===== config.mk =====
export PLATFORM = sky130hd
export DESIGN_NAME = dm_sched
export DESIGN_NICKNAME = d
export VERILOG_FILES = /design/src/rtl/dm_sched.sv
export SDC_FILE = /design/constraint.sdc
export NUM_CORES = 1
export LEC_CHECK = 0
export ABC_AREA = 1
export CAP_MARGIN = 15
export CORE_UTILIZATION = 40
export DETAILED_ROUTE_END_ITERATION = 10
export PLACE_DENSITY = 0.74
export SLEW_MARGIN = 15
export SYNTH_ARGS = -nofsm -noshare
export SYNTH_HDL_FRONTEND = slang
export SYNTH_SLANG_ARGS = --single-unit

===== constraint.sdc =====
create_clock -name clk_i -period 1.5 [get_ports clk_i]
set_input_delay 0.225 -clock clk_i [delete_from_list [all_inputs] [get_ports clk_i]]
set_output_delay 0.225 -clock clk_i [all_outputs]
set_load 0.02 [all_outputs]

===== src/rtl/dm_sched.sv =====
// Data-memory sequencer for one PE: LOAD streams operands in, EXEC issues instructions and
// times their write-backs. Define DM_RAW_STALL_EN to stall issue on read-after-write hazards.
module dm_sched #(
  parameter int unsigned INST_WIDTH    = 32,
  parameter int unsigned DM_ADDR_WIDTH = 8,
  parameter int unsigned WB_LAT        = 4
) (
  input  logic                    clk_i,
  input  logic                    rst_ni,
  input  logic                    start_load_i,
  input  logic [DM_ADDR_WIDTH:0]  load_len_i,
  input  logic                    din_v_i,
  output logic                    din_rdy_o,
  input  logic                    start_exec_i,
  input  logic                    inst_in_v_i,
  input  logic [INST_WIDTH-1:0]   inst_in_i,
  input  logic                    inst_in_last_i,
  output logic                    inst_in_rdy_o,
  output logic                    dm_wren_o,
  output logic                    dm_rden_o,
  output logic                    dm_wben_o,
  output logic                    dm_inst_v_o,
  output logic [INST_WIDTH-1:0]   dm_inst_o,
  output logic                    busy_o,
  output logic                    load_done_o,
  output logic                    exec_done_o
);

  typedef enum logic [1:0] {StIdle, StLoad, StExec, StDrain} state_e;

  state_e                  state_q, state_d;
  logic [DM_ADDR_WIDTH:0]  cnt_q, cnt_d;
  logic [DM_ADDR_WIDTH:0]  len_q, len_d;
  logic                    wren_q, wren_d;
  logic                    rden_q, rden_d;
  logic                    inst_v_q, inst_v_d;
  logic [INST_WIDTH-1:0]   inst_q, inst_d;
  logic                    load_done_q, load_done_d;
  logic                    exec_done_q, exec_done_d;
  // Stage k holds an entry k+1 cycles after acceptance; the top stage is the write-back cycle.
  logic [WB_LAT:0]         wb_v_q, wb_v_d;

  logic din_acc, inst_acc, inflight, hazard;

  assign din_acc  = din_v_i & (state_q == StLoad);
  assign inst_acc = inst_in_v_i & inst_in_rdy_o;
  assign inflight = |wb_v_q[WB_LAT-1:0];
  assign wb_v_d   = {wb_v_q[WB_LAT-1:0], inst_acc & inst_in_i[INST_WIDTH-1]};

`ifdef DM_RAW_STALL_EN
  localparam int unsigned FieldW = 8;
  logic [WB_LAT:0][FieldW-1:0] wb_addr_q, wb_addr_d;

  assign wb_addr_d = {wb_addr_q[WB_LAT-1:0], inst_in_i[23:16]};

  always_ff @(posedge clk_i or negedge rst_ni) begin
    if (!rst_ni) begin
      wb_addr_q <= '0;
    end else begin
      wb_addr_q <= wb_addr_d;
    end
  end

  // Entries stay visible through their write-back cycle, so issue resumes the cycle after.
  always_comb begin
    hazard = 1'b0;
    for (int unsigned i = 0; i <= WB_LAT; i++) begin
      if (wb_v_q[i] && ((inst_in_i[7:0] == wb_addr_q[i]) || (inst_in_i[15:8] == wb_addr_q[i]))) begin
        hazard = 1'b1;
      end
    end
    hazard = hazard & inst_in_v_i;
  end
`else
  assign hazard = 1'b0;
`endif

  always_comb begin
    state_d     = state_q;
    cnt_d       = cnt_q;
    len_d       = len_q;
    load_done_d = 1'b0;
    exec_done_d = 1'b0;
    wren_d      = din_acc;
    inst_v_d    = inst_acc;
    inst_d      = inst_acc ? inst_in_i : inst_q;
    rden_d      = inst_v_q;
    case (state_q)
      StIdle: begin
        if (start_load_i) begin
          if (load_len_i == '0) begin
            load_done_d = 1'b1;
          end else begin
            state_d = StLoad;
            cnt_d   = '0;
            len_d   = load_len_i;
          end
        end else if (start_exec_i) begin
          state_d = StExec;
        end
      end
      StLoad: begin
        if (din_acc) begin
          cnt_d = cnt_q + 1'b1;
          if (cnt_d == len_q) begin
            state_d     = StIdle;
            load_done_d = 1'b1;
          end
        end
      end
      StExec: begin
        if (inst_acc && inst_in_last_i) begin
          state_d = StDrain;
        end
      end
      StDrain: begin
        // Leaving while the final write-back is on the output stage puts done right after it.
        if (!inflight) begin
          state_d     = StIdle;
          exec_done_d = 1'b1;
        end
      end
      default: state_d = StIdle;
    endcase
  end

  always_ff @(posedge clk_i or negedge rst_ni) begin
    if (!rst_ni) begin
      state_q     <= StIdle;
      cnt_q       <= '0;
      len_q       <= '0;
      wren_q      <= 1'b0;
      rden_q      <= 1'b0;
      inst_v_q    <= 1'b0;
      inst_q      <= '0;
      load_done_q <= 1'b0;
      exec_done_q <= 1'b0;
      wb_v_q      <= '0;
    end else begin
      state_q     <= state_d;
      cnt_q       <= cnt_d;
      len_q       <= len_d;
      wren_q      <= wren_d;
      rden_q      <= rden_d;
      inst_v_q    <= inst_v_d;
      inst_q      <= inst_d;
      load_done_q <= load_done_d;
      exec_done_q <= exec_done_d;
      wb_v_q      <= wb_v_d;
    end
  end

  assign din_rdy_o     = (state_q == StLoad);
  assign inst_in_rdy_o = (state_q == StExec) & ~hazard;
  assign dm_wren_o     = wren_q;
  assign dm_rden_o     = rden_q;
  assign dm_wben_o     = wb_v_q[WB_LAT];
  assign dm_inst_v_o   = inst_v_q;
  assign dm_inst_o     = inst_q;
  assign busy_o        = (state_q != StIdle);
  assign load_done_o   = load_done_q;
  assign exec_done_o   = exec_done_q;

endmodule


# Yosys cells after proc, flatten, opt, wreduce, memory -nomap -nowiden

Cells that the tools add are included.

Flip-flop bits (word level): 62
Input port bits: 48

Add/subtract/negate cells: 1
Equal/unequal tests: 12
Multiplexer cells: 19
Bitwise gates (word level): 4
Reductions and logical operators: 9

Operators by type and width:

| kind                | count |
|---|---|
| $mux 9              | 3 |
| $pmux 9 s2          | 1 |
| $mux 2              | 7 |
| $add 9x1->9 const B | 1 |
| $eq 9x9->1          | 1 |
| $logic_not 9->1     | 1 |
| $pmux 2 s4          | 1 |
| $mux 1              | 6 |
| $ne 2x1->1 const B  | 3 |
| $ne 2x2->1 const B  | 3 |
| $ne 3x3->1 const B  | 2 |
| $reduce_and 6->1    | 1 |
| $eq 2x2->1 const B  | 2 |
| $reduce_and 4->1    | 1 |
| $reduce_bool 2->1   | 2 |
| $reduce_or 4->1     | 1 |
| $and 1x1->1         | 3 |
| $reduce_and 3->1    | 1 |
| $eq 2x1->1 const B  | 1 |
| $logic_not 2->1     | 1 |
| $pmux 1 s2          | 1 |
| $logic_and 1x1->1   | 1 |
| $not 1->1           | 1 |

# Longest topological paths before layout

Depth after elaboration: 5
Gate-level depth with buffers: 14
Mapped depth without buffers: 14

# Worst setup path after synthesis

No wires, ideal clock.

Kind: register to register
From: register cnt_q[0]
To: register state_q[0]
Library setup time: 117 ps
Arrival time: 1489 ps
Data required time: 1383 ps
Path slack: -106 ps
Stages on the path, launching flop included: 13
Path buffers: 0
Period minus slack after synthesis: 1606 ps
Cells stage by stage: dfrtp_1 -> ha_1 -> xor2_1 -> nor2_1 -> nand2_1 -> clkinv_1 -> nand2_1 -> nor2_1 -> nand3_1 -> nand2_1 -> nand2_1 -> nand2_1 -> nand2_1

Cells in the longest elaborated chain, start to end: 4

RTL lines:

| element                    | RTL line | source |
|---|---|---|
| start: declaration         | 32       | `logic [DM_ADDR_WIDTH:0] cnt_q, cnt_d;` |
| start signal: assignment   | 141      | `cnt_q <= cnt_d;` |
| $add 9x1->9                | 104      | `cnt_d = cnt_q + 1'b1;` |
| $eq 9x9->1                 | 105      | `if (cnt_d == len_q) begin` |
| $ne 2x1->1 (no line)       | -        |  |
| $reduce_and 6->1 (no line) | -        |  |
| end signal: assignment     | 129      | `state_q <= StIdle;` |
| end signal: assignment     | 140      | `state_q <= state_d;` |
| end: declaration           | 31       | `state_e state_q, state_d;` |

Every way passes these cells.
A chain may end at the register's enable or synchronous reset.

# Worst setup path after layout

From: register cnt_q[1]
To: register state_q[0]

Same word-level chain as after synthesis.

==> impl_metrics.tcl <==
set metrics [dict create \
    syn-num-nets 389 \
    grt_pass1_wl_mm 12.7 \
    postSynth.asyncResetShare_pct 100 \
    period_needed_ps 1780 \
    setup_viol 5 \
    yosysMostFrequentCell "nand2_1" \
    antenna_found_initial 0 \
    netlist_top_cells_count "149 x nand2_1, 62 x dfrtp_1, 27 x inv_1, 21 x nand3_1, 13 x nor2_1" \
    end_kind "flop" \
    clk_latency_ps 350 \
    slowest_delay_ps 410 \
    yosysTopAreaCell "dfrtp_1" \
    max-cap-violations 0 \
    holdWs_ps 176 \
    leakage_nw 2.34 \
    grt-busiest-layer "met2" \
    io_pins 89 \
    grtUsageMet1_pct 25.5 \
    initial_core_util_pct 42.5 \
    grt_max_degree 35 \
    die_area_mm2 0.00727 \
    synth_area_mm2 0.00277 \
    drive_above_1_share_pct 21.9 \
    wl_per_cell_um 14.3 \
    violations "setup timing" \
    fin_skew_ps 7.56 \
    synth-main-ff-cell "dfrtp_1" \
    synth_top_area_share_pct 56.0 \
    port_buffers 88 \
    status "finished, violations left" \
    nets 515 \
    clk_pin_slew_ps 70 \
    min_path_type "input port to flop" \
    use_met3_pct 8.75 \
    grt_pass1_vias 2813 \
    grt_setup_unrepaired "true" \
    netlist-cell-type-count 30 \
    via_count 2752 \
    max_slew_margin_pct 69.9 \
    pwr_density_cell_mw_per_mm2 1790 \
    drtPass1Iterations 4 \
    grt_usage_pct 23.0 \
    drc 0 \
    syn_area_per_cell_um2 8.15 \
    ir_worst_vdd_mv 1.23 \
    gp_congestion 0.872 \
    die_x_um 85.3 \
    root_buffer "clkbuf_8" \
    min_period_over_period_pct 118 \
    synth-edff-count 0 \
    crit_fanout 6 \
    place_hpwl_mm 5.60 \
    use_met2_pct 38.5 \
    crit_slowest_cell "dfrtp_1" \
    ys_warn_count 0 \
    overflow 0 \
    cts.sinks 62 \
    seq_area_mm2 0.00155 \
    fmax_ghz 0.563 \
    antenna_cells 0 \
    critical_path_class "flop to flop" \
    cts-htree-levels 3 \
    coreArea_mm2 0.00653 \
    report.final.slew_viol_count 0 \
    via_per_inst 5.03 \
    synth_seq_cells 62 \
    whs_path_depth 3 \
    rr_worst_depth 14 \
    worstSetupStartpointType "flop" \
    ys_top_cells_by_area "dfrtp_1 56%, nand2_1 20%, nand3_1 3.8%" \
    tightest_slew_ps 451 \
    fill_cells 544 \
    wl_mm 7.81 \
    crit_chain "buf_6 -> nand2_4 -> nor2_4 -> nand2_2 -> nand3_2 -> nand2_1 -> clkinv_1 -> nand2_1 -> nor2_1 -> nand3_1 -> nand2_2 -> nand2_1 -> nand2_1 -> nand2_1" \
    path_common_cell "nand2_1" \
    setup_slack_ps -277 \
    dp_slack_ps -386 \
    worstPathArrival_ps 2010 \
    cts_buffers 9 \
    crit_required_ps 1730 \
    finalHoldViolations 0 \
    area_growth_pct 58.2 \
    synth_cells 340 \
    dieHeight_um 85.3 \
    postRouteAntennaNets 0 \
    clockBufferDepth 2 \
    seq_area_frac_synth_pct 56.0 \
    multi_input_comb_area_mm2 0.00120 \
    rows 29 \
    drt_iter0_markers 122 \
    cts_tree "yes" \
]
## final timing paths
kind | start | endpoint | slack [ps]
worst max-delay path | cnt_q[1]$_DFFE_PN0P_ | state_q[0]$_DFFE_PN0P_ | -280
worst min-delay path | load_len_i[2] | len_q[2]$_DFFE_PN0P_ | 180
worst max register to register | cnt_q[1]$_DFFE_PN0P_ | state_q[0]$_DFFE_PN0P_ | -280
worst min register to register | wb_v_q[2]$_DFF_PN0_ | wb_v_q[3]$_DFF_PN0_ | 380
max in group asynchronous | rst_ni | dm_inst_o[18]$_DFFE_PN0P_ | 640
min in group asynchronous | rst_ni | len_q[7]$_DFFE_PN0P_ | 350
## registers in the layout (all words and copies together), names as in the netlist
name,cells
dm_inst_o,32
cnt_q,9
len_q,9
wb_v_q,5
state_q,2
dm_inst_v_o,1
dm_rden_o,1
dm_wren_o,1
exec_done_o,1
load_done_o,1
## timing repair
| action | 4_1_cts | 5_1_grt |
|---|---|---|
| gates cloned | 0 | 1 |
| pin swaps | 4 | 7 |
| gates resized for setup | 68 | 32 |
| hold buffers | 1 | 0 |
| buffers inserted | 3 | 2 |
| endpoints found under the setup margin | 44 | 52 |
| hold endpoints to repair | 14 | 0 |
## report_power, final
| part | total (mW) | leakage (nW) | internal (mW) | switching (mW) |
|---|---|---|---|---|
| Clock | 1.67 | 0.115 | 1.01 | 0.657 |
| Sequential | 2.73 | 0.789 | 2.30 | 0.433 |
| Combinational | 3.43 | 1.43 | 1.42 | 2.02 |
## area by class of cell
cell class	instances	area share, %
well taps	77	2.20
clock inverters	4	1.60
multi-input cells	236	27.5
flip-flops and latches	62	35.4
inverters	34	3.02
repair buffers	123	26.8
clock buffers	11	3.45
## metrics by stage
step | power [mW] | TNS (ps) | cells | util, % | instance area (µm²)
after global routing | 8.35 | -1420 | 547 | 67.1 | 4390
after global placement | 6.25 | -5600 | 526 | 60.7 | 3970
after CTS | 7.75 | -519 | 545 | 65.1 | 4250
after floorplan | 4.58 | -8.44 | 340 | - | 2790
final | 7.84 | -779 | 547 | 67.1 | 4390
after detailed placement | 6.33 | -7350 | 526 | 60.7 | 3970
## cells by family after synthesis
| kind of cell | count (synthesis) | synth area share [%] |
|---|---|---|
| and+or+nand+nor | 203 | 30.3 |
| DFF | 62 | 56.0 |
| buffers and inverters | 42 | 5.91 |
| AOI/OAI and AO/OA | 28 | 6.00 |
| xor gates and xnor gates | 3 | 0.948 |
| muxes | 1 | 0.406 |
| adders and majority gates | 1 | 0.451 |
## layout by cell type, fill, tap and decap left out, types with 3 or more instances in the layout
cell             count
nand2_2             14
a21oi_1              7
o21bai_1             3
nand3_1             13
clkbuf_8            11
nor2_2               3
inv_1               25
o22ai_1              3
nand3_2              8
buf_4               26
dlymetal6s2s_1       8
dfrtp_1             61
dlygate4sd2_1       37
buf_6                4
nand2_1            136
o21ai_0              6
o21ai_1              3
inv_2                7
nor2_1              13
clkdlybuf4s50_1     39
o22ai_2              3
nor2_4               3
nor3_2               4
## metal layers
layer,part of all wire [%],wire length (µm),up-vias
met2,49,3830,117
met4,3.9,303,0
met3,8.5,663,32
li1,-,-,1318
met1,39,3020,1285
met5,0,0,-
## worst max-delay path, delay by kind of cell (launching register included)
family	cells	cell delay, ps
AND/OR/NAND/NOR	12	1070
flip-flops	1	410
buffers and inverters	2	180
(Power assumes the default switching activity.)
